$ cat config.mk
export PLATFORM = sky130hd
export DESIGN_NAME = ttl_74148_latched
export DESIGN_NICKNAME = d
export VERILOG_FILES = /design/src/rtl/ttl_74148_latched.sv
export SDC_FILE = /design/constraint.sdc
export NUM_CORES = 1
export LEC_CHECK = 0
export ABC_AREA = 0
export CORE_MARGIN = 2
export CORE_UTILIZATION = 41
export CTS_BUF_LIST = sky130_fd_sc_hd__clkbuf_4 sky130_fd_sc_hd__clkbuf_8
export DETAILED_ROUTE_END_ITERATION = 7
export PLACE_DENSITY = 0.77
export SYNTH_ARGS = -nofsm -noshare
export SYNTH_HDL_FRONTEND = slang
export SYNTH_SLANG_ARGS = --single-unit
$ cat constraint.sdc
create_clock -name Clk -period 2.2 [get_ports Clk]
set_input_delay 0.44 -clock Clk [delete_from_list [all_inputs] [get_ports Clk]]
set_output_delay 0.44 -clock Clk [all_outputs]
set_load 0.1 [all_outputs]
$ cat src/rtl/ttl_74148_latched.sv
// ttl_74148_latched: clocked priority encoder with sticky request latch,
// loadable mask and acknowledge, keeping 74148 EI/EO/GS cascade semantics.
module ttl_74148_latched #(
    parameter int WIDTH_IN   = 8,
    parameter int WIDTH_OUT  = 3,
    parameter int LATCHED    = 1,
    parameter int DELAY_RISE = 0,
    parameter int DELAY_FALL = 0
) (
    input  logic                 Clk,
    input  logic                 Clear_bar,
    input  logic                 EI_bar,
    input  logic [WIDTH_IN-1:0]  A_bar,
    input  logic                 Load_bar,
    input  logic [WIDTH_IN-1:0]  D,
    input  logic                 Ack_bar,
    output logic                 EO_bar,
    output logic                 GS_bar,
    output logic [WIDTH_OUT-1:0] Y_bar,
    output logic [WIDTH_IN-1:0]  Mask
);

    // Delays model board-level timing only; registered outputs carry none.
    if (WIDTH_IN < 2 || WIDTH_IN > (1 << WIDTH_OUT) ||
        (1 << (WIDTH_OUT - 1)) >= WIDTH_IN ||
        DELAY_RISE < 0 || DELAY_FALL < 0) begin : g_param_err
        $error("ttl_74148_latched: illegal parameter combination");
    end

    logic [WIDTH_IN-1:0]  p_q, p_d;
    logic [WIDTH_IN-1:0]  m_q, m_d;
    logic [WIDTH_IN-1:0]  retire;
    logic [WIDTH_IN-1:0]  elig;
    logic [WIDTH_OUT-1:0] cur_idx;
    logic [WIDTH_OUT-1:0] win_idx;
    logic                 any_elig;
    logic                 eo_q, eo_d;
    logic                 gs_q, gs_d;
    logic [WIDTH_OUT-1:0] y_q, y_d;

    assign cur_idx = ~y_q;

    // Retire the request currently on Y_bar when acknowledged.
    always_comb begin
        retire = '0;
        if (LATCHED != 0 && !Ack_bar && !gs_q) begin
            retire[cur_idx] = 1'b1;
        end
    end

    // Next pending/mask state; new arrivals override a same-cycle retire.
    always_comb begin
        if (LATCHED != 0) begin
            p_d = (p_q & ~retire) | ~A_bar;
        end else begin
            p_d = ~A_bar;
        end
        m_d  = Load_bar ? m_q : D;
        elig = p_d & ~m_d;
    end

    // Highest-index eligible request wins.
    always_comb begin
        win_idx  = '0;
        any_elig = |elig;
        for (int i = 0; i < WIDTH_IN; i++) begin
            if (elig[i]) begin
                win_idx = WIDTH_OUT'(i);
            end
        end
    end

    // Output encoding; EI_bar gates outputs only, never the state.
    always_comb begin
        eo_d = 1'b1;
        gs_d = 1'b1;
        y_d  = '1;
        if (!EI_bar) begin
            if (any_elig) begin
                gs_d = 1'b0;
                y_d  = ~win_idx;
            end else begin
                eo_d = 1'b0;
            end
        end
    end

    // State and output registers with synchronous clear.
    always_ff @(posedge Clk) begin
        if (!Clear_bar) begin
            p_q  <= '0;
            m_q  <= '0;
            eo_q <= 1'b1;
            gs_q <= 1'b1;
            y_q  <= '1;
        end else begin
            p_q  <= p_d;
            m_q  <= m_d;
            eo_q <= eo_d;
            gs_q <= gs_d;
            y_q  <= y_d;
        end
    end

    assign EO_bar = eo_q;
    assign GS_bar = gs_q;
    assign Y_bar  = y_q;
    assign Mask   = m_q;

endmodule

==> results of run 1 <==
[registers in the layout, summed over array words and instances (netlist names)]
signal  count
Mask        8
p_q         8
Y_bar       3
EO_bar      1
GS_bar      1
[cell type report]
type	count	share of cell area
multi-input combinational	67	0.352
inverter	7	0.0169
tap	28	0.0226
timing repair buffer	57	0.308
clock buffer	3	0.0145
sequential	21	0.283
clock inverter	1	0.00323
[per-stage QoR]
stage | hold slack, ns | utilization | total power [mW] | TNS [ns] | area [µm²]
2_1_floorplan | 0.452 | - | 0.612 | -0.0805 | 1010
3_3_place_gp | 0.458 | 0.639 | 0.707 | -0.993 | 1430
3_5_place_dp | 0.474 | 0.639 | 0.712 | -1.09 | 1430
4_1_cts | 0.503 | 0.685 | 0.915 | 0 | 1530
5_1_grt | 0.527 | 0.694 | 0.953 | -0.0574 | 1550
6_report | 0.495 | 0.694 | 0.919 | -0.00845 | 1550
[path summary, 6_finish.rpt]
path                     start                 to  slack (ns)  cells past startpoint
max                   A_bar[5]  EO_bar$_SDFF_PP1_      -0.008                      6
min          p_q[3]$_SDFF_PN0_  p_q[3]$_SDFF_PN0_        0.50                      2
max reg2reg  GS_bar$_SDFF_PP1_  EO_bar$_SDFF_PP1_        0.05                      5
min reg2reg  p_q[3]$_SDFF_PN0_  p_q[3]$_SDFF_PN0_        0.50                      2
[what timing repair did]
action	CTS	global route
pin swaps	5	4
gates resized for setup	5	2
buffers inserted	7	2
setup endpoints to repair	1	1
[logic make-up (layout without fill, tap and decap cells)]
| family | after synthesis | in the layout | share of synthesized area |
|---|---|---|---|
| flip-flops | 21 | 21 | 0.431 |
| AO/OA/AOI/OAI | 26 | 26 | 0.221 |
| buffers and inverters | 11 | 68 | 0.0513 |
| AND/OR/NAND/NOR | 33 | 33 | 0.215 |
| multiplexers | 8 | 8 | 0.0821 |
[Yosys cell counts, drive strengths merged]
library cell  count  area share
dfxtp            21        0.43
nor2b             9       0.058
mux2i             8       0.082
nand2b            8       0.059
a21boi            7       0.054
inv               7       0.027
nand2             6       0.023
o21ai             6       0.031
or3b              4       0.036
nand3             3       0.015
o221ai            3       0.033
buf               2       0.017
clkbuf            2      0.0077
o311a             2       0.021
o311ai            2       0.033
o31ai             2       0.015
a2111o            1       0.012
a21oi             1      0.0051
a31o              1      0.0090
and2              1      0.0064
nand4             1      0.0064
o211ai            1      0.0077
or3               1       0.012
[power groups by stage]
stage,clock network (mW),registers (mW),logic (mW)
6_report,0.190,0.423,0.306
5_1_grt,0.204,0.426,0.324
4_1_cts,0.194,0.422,0.299
3_5_place_dp,0,0.430,0.283
3_3_place_gp,0,0.429,0.278
2_1_floorplan,0,0.526,0.0859
[per-layer routing]
metal,vias up,track usage,wire (µm)
met1,456,0.231,979
met4,0,0.0897,42
met5,-,0,0
met3,6,0.0371,149
li1,471,-,-
met2,29,0.356,1300
[tightest hold or removal path, stage by stage, from the launching register on]
cell	delay, ns
sky130_fd_sc_hd__dfxtp_1	0.32
sky130_fd_sc_hd__o21ai_0	0.06
sky130_fd_sc_hd__a21boi_0	0.08
[placed cells by master (no fill, tap or decap), types with 6 or more instances in the layout]
master / n
sky130_fd_sc_hd__nand2_1: 6
sky130_fd_sc_hd__o21ai_0: 6
sky130_fd_sc_hd__inv_1: 7
sky130_fd_sc_hd__buf_4: 37
sky130_fd_sc_hd__clkdlybuf4s50_1: 19
sky130_fd_sc_hd__a21boi_0: 7
sky130_fd_sc_hd__dfxtp_1: 12
sky130_fd_sc_hd__nand2b_1: 7
sky130_fd_sc_hd__dfxtp_2: 6
sky130_fd_sc_hd__nor2b_1: 9
sky130_fd_sc_hd__mux2i_1: 8
==> flow_summary.yaml, run 1 <==
floorplanning:
  design.core.area_mm2: 0.00223
  start_util: 0.437
  floorplan.die_area_mm2: 0.00279
  fp.dieW_um: 52.8
  rows: 17
  fp.dieH_um: 52.8
  design.portCount: 34
critical_path:
  critical_path_class: "input pin to flip-flop"
  critical_path.slowest_cell: "sky130_fd_sc_hd__clkdlybuf4s50_1"
  worst_setup_path_start_kind: "input pin"
  timing.critical_path.to_type: "flip-flop"
  critPathMaxStageDelay_ns: 0.48
  cell_family_with_most_cp_delay: "simple AND/OR/NAND/NOR gates"
  timing.critical_path.fanout_max: 2
  worstPathRequired_ns: 2.40
  critPathArrivalTime_ns: 2.41
  worstPathCellList: "clkdlybuf4s50_1 > or3b_4 > o221ai_2 > nand4_1 > a2111o_1 > or3b_1"
  worst-path-buf-inv: 1
global_route:
  grt_max_degree: 13
  antenna_found_initial: 0
  grt_pass1_wl_mm: 4.06
  number_of_global_route_vias_before_repair: 952
  gr-total-overflow: 0
  gr-usage-all-layers: 0.201
placement:
  placed_cells: 171
  pre_cts_slack_ns: -0.417
  io_buffer_count: 33
  place_congestion: 0.792
  dpl.hpwl_mm: 1.84
clocking:
  ctsLongestPathBuffers: 2
  number_of_buffers_inserted_by_hold_repair_at_cts: 0
  htree_num_levels: 1
  clkSlewWorstSetupHoldPaths_ns: 0.11
  tritoncts_num_sinks: 21
  clockRootBuffer: "sky130_fd_sc_hd__clkbuf_4"
  clk-insertion-delay-late_ns: 0.31
  numCtsBuffers: 3
  tritoncts: "yes"
final_layout:
  antenna_cells: 0
  areaGrowthSynthToFinish_pct: 58.8
  num-nets-final: 178
  layoutNonFillerInstCount: 184
  share_of_layout_cells_above_drive_strength_1: 0.385
  filler_cell_count: 176
  multi_input_comb_area_um2: 546
  area.sequential_um2: 439
pwr:
  power_report.internal_total_mw: 0.601
  ir_drop_uv: 462
  seqPwrFrac: 0.460
  power_per_standard_cell_area_mw_per_mm2: 593
  power.combinational.fraction: 0.333
  p_clk_frac: 0.207
  total_switching_power_mw: 0.318
  p_leak_nw: 0.675
  power.share.switching: 0.346
yosys:
  ys_types: 27
  avgSynthCellArea_um2: 9.86
  yosysSeqAreaShare: 0.431
  post_synth_inst_count: 99
  ys_seq_elements: 21
  post_synth_instance_area_um2: 976
  mappedNetlistNets: 120
  yosysWarnings: 0
job:
  drv.max_cap_violation_count: 0
timing:
  fin_crit_ns: 2.21
  relSlewSlack: 0.766
  hold_viol_final: 0
  clock_skew_ns: 0.00686
  worst-slew-pin-transition_ns: 0.342
  fin_ws_ns: -0.00845
  finalCritPeriodShare: 1.00
  timing.final.max_slew_violations: 0
  finalSetupViolations: 1
  maxClockFrequency_ghz: 0.453
detailed_routing:
  viasPerCell: 5.23
  number_of_vias_in_the_routed_layout: 962
  totalWireLength_mm: 2.47
  post_drt_wl_per_cell_um: 13.4
  number_of_remaining_drc_errors: 0
  drt_initial_violations: 22
  residual_antenna_violating_net_count_after_detailed_routing: 0
  detailedRoute.firstPassIterationCount: 4
run_status:
  status: "finished with violations"
  failed_checks: "setup timing"
min_path:
  min_path_type: "flip-flop to flip-flop"
(Power assumes the default switching activity.)
==> inputs of run 2 (changes only) <==
- CORE_UTILIZATION: 41 -> 35
- CTS_CLUSTER_DIAMETER: unset -> 100
- PLACE_DENSITY: 0.77 -> 0.67
- REMOVE_ABC_BUFFERS: unset -> 1
==> flow_summary.yaml, run 2 (same netlist as run 1, synthesis figures left out) <==
run_status:
  status: "finished clean"
timing:
  finalCritPeriodShare: 0.991
  relSlewSlack: 0.786
  worst-slew-pin-transition_ns: 0.312
  finalSetupViolations: 0
  whs_ns: 0.442
  timing.final.max_slew_violations: 0
  maxClockFrequency_ghz: 0.459
  hold_viol_final: 0
  fin_ws_ns: 0.0192
  clock_skew_ns: 0.00148
  fin_crit_ns: 2.18
final_layout:
  layout_commonest_cell: "sky130_fd_sc_hd__buf_4"
  filler_cell_count: 236
  share_of_layout_cells_above_drive_strength_1: 0.385
  design_area_mm2: 0.00165
  antenna_cells: 0
  layout_common_cells: "sky130_fd_sc_hd__buf_4 (39), sky130_fd_sc_hd__dfxtp_1 (19), sky130_fd_sc_hd__clkdlybuf4s50_1 (17)"
  multi_input_comb_area_um2: 609
  areaGrowthSynthToFinish_pct: 69.5
  num-nets-final: 183
  final_util: 0.610
  area.sequential_um2: 423
global_route:
  number_of_global_route_vias_before_repair: 983
  grt_max_degree: 13
  antenna_found_initial: 0
  gr-usage-all-layers: 0.189
  gr-total-overflow: 0
  grt_pass1_wl_mm: 4.73
clocking:
  numCtsBuffers: 3
  clkSlewWorstSetupHoldPaths_ns: 0.12
  clockRootBuffer: "sky130_fd_sc_hd__clkbuf_4"
  tritoncts_num_sinks: 21
  tritoncts: "yes"
  htree_num_levels: 1
  ctsLongestPathBuffers: 2
  clk-insertion-delay-late_ns: 0.30
placement:
  pre_cts_slack_ns: -0.459
  place_congestion: 0.765
  io_buffer_count: 33
  dpl_cell_area_mm2: 0.00140
  dpl.hpwl_mm: 1.88
detailed_routing:
  viasPerCell: 4.92
  totalWireLength_mm: 2.81
  number_of_remaining_drc_errors: 0
  number_of_vias_in_the_routed_layout: 944
  detailedRoute.firstPassIterationCount: 4
  post_drt_wl_per_cell_um: 14.6
  residual_antenna_violating_net_count_after_detailed_routing: 0
  drt_initial_violations: 26
critical_path:
  cell_family_with_most_cp_delay: "compound AO/OA/AOI/OAI gates"
  timing.critical_path.depth: 6
  timing.critical_path.fanout_max: 4
  worstPathRequired_ns: 2.40
  critical_path.slowest_cell: "sky130_fd_sc_hd__or3b_4"
  timing.critical_path.to_type: "flip-flop"
  critical_path_class: "input pin to flip-flop"
  worstPathCellList: "dlygate4sd2_1 > or3b_4 > buf_6 > o311a_1 > a2111o_1 > or3b_1"
  critPathLaunch: "Ack_bar"
  cp-endpoint: "EO_bar$_SDFF_PP1_"
  setup.reg_to_reg.worst_slack_ns: 0.04
  critPathArrivalTime_ns: 2.38
  r2r_end: "EO_bar$_SDFF_PP1_"
  worst_setup_path_start_kind: "input pin"
  reg2reg_depth: 5
  worst-path-buf-inv: 2
  worst_r2r_startpoint: "Y_bar[1]$_SDFF_PP1_"
  critPathMaxStageDelay_ns: 0.42
floorplanning:
  design.core.area_mm2: 0.00271
  design.portCount: 34
  fp.dieH_um: 56.8
  floorplan.die_area_mm2: 0.00323
  rows: 19
  fp.dieW_um: 56.8
  start_util: 0.360
pwr:
  p_clk_frac: 0.210
  power_report.internal_total_mw: 0.633
  power.combinational.fraction: 0.350
  p_leak_nw: 0.703
  power_per_standard_cell_area_mw_per_mm2: 583
  ir_drop_uv: 343
  total_switching_power_mw: 0.331
  power.share.switching: 0.344
  seqPwrFrac: 0.440
job:
  drv.max_cap_violation_count: 0
min_path:
  min_path_type: "input pin to flip-flop"
run 2: worst min-delay path: stages:
cell                             delay, ns
sky130_fd_sc_hd__dlymetal6s2s_1       0.09
sky130_fd_sc_hd__buf_4                0.11
sky130_fd_sc_hd__a21boi_0             0.06
run 2: worst min-delay path by stage:
stage / start / end / slack, ns / cells after the start
finish: A_bar[5] / p_q[5]$_SDFF_PN0_ / 0.44 / 3
floorplan: p_q[1]$_SDFF_PN0_ / p_q[1]$_SDFF_PN0_ / 0.45 / 2
CTS: A_bar[7] / p_q[7]$_SDFF_PN0_ / 0.48 / 2
detailed placement: p_q[5]$_SDFF_PN0_ / p_q[5]$_SDFF_PN0_ / 0.47 / 2
global route: A_bar[5] / p_q[5]$_SDFF_PN0_ / 0.48 / 3
global placement: p_q[5]$_SDFF_PN0_ / p_q[5]$_SDFF_PN0_ / 0.47 / 2
run 2: routing by layer:
layer	GRT usage	up-vias	share of wire
met4	0.0631	0	0.023
met3	0.0507	6	0.046
met5	0	-	0
met1	0.231	440	0.44
li1	-	476	-
met2	0.319	22	0.49
run 2: area by class of cell:
type	instances	share of cell area
multi-input combinational	67	0.368
timing repair buffer	62	0.318
sequential	21	0.256
tap	31	0.0234
clock buffer	4	0.0182
inverter	7	0.0159
run 2: timing repair:
action,in CTS,in global routing
hold buffers,0,0
endpoints found under the setup margin,1,2
pin swaps,9,7
buffers inserted,10,4
resized for setup,11,13
run 2: metrics by stage:
stage	setup TNS, ns	power (mW)	std cells
after floorplan	-1.12	0.600	95
after global placement	-1.01	0.707	174
after detailed placement	-1.18	0.711	174
after CTS	0	0.940	188
after global routing	-0.0228	1.01	192
final	0	0.964	192
run 2: power by group through the flow:
stage	logic, mW	registers [mW]	clock network [mW]
after detailed placement	0.283	0.428	0
after global placement	0.280	0.427	0
after global routing	0.356	0.428	0.224
after CTS	0.311	0.422	0.207
after floorplan	0.0761	0.524	0
final	0.337	0.424	0.202
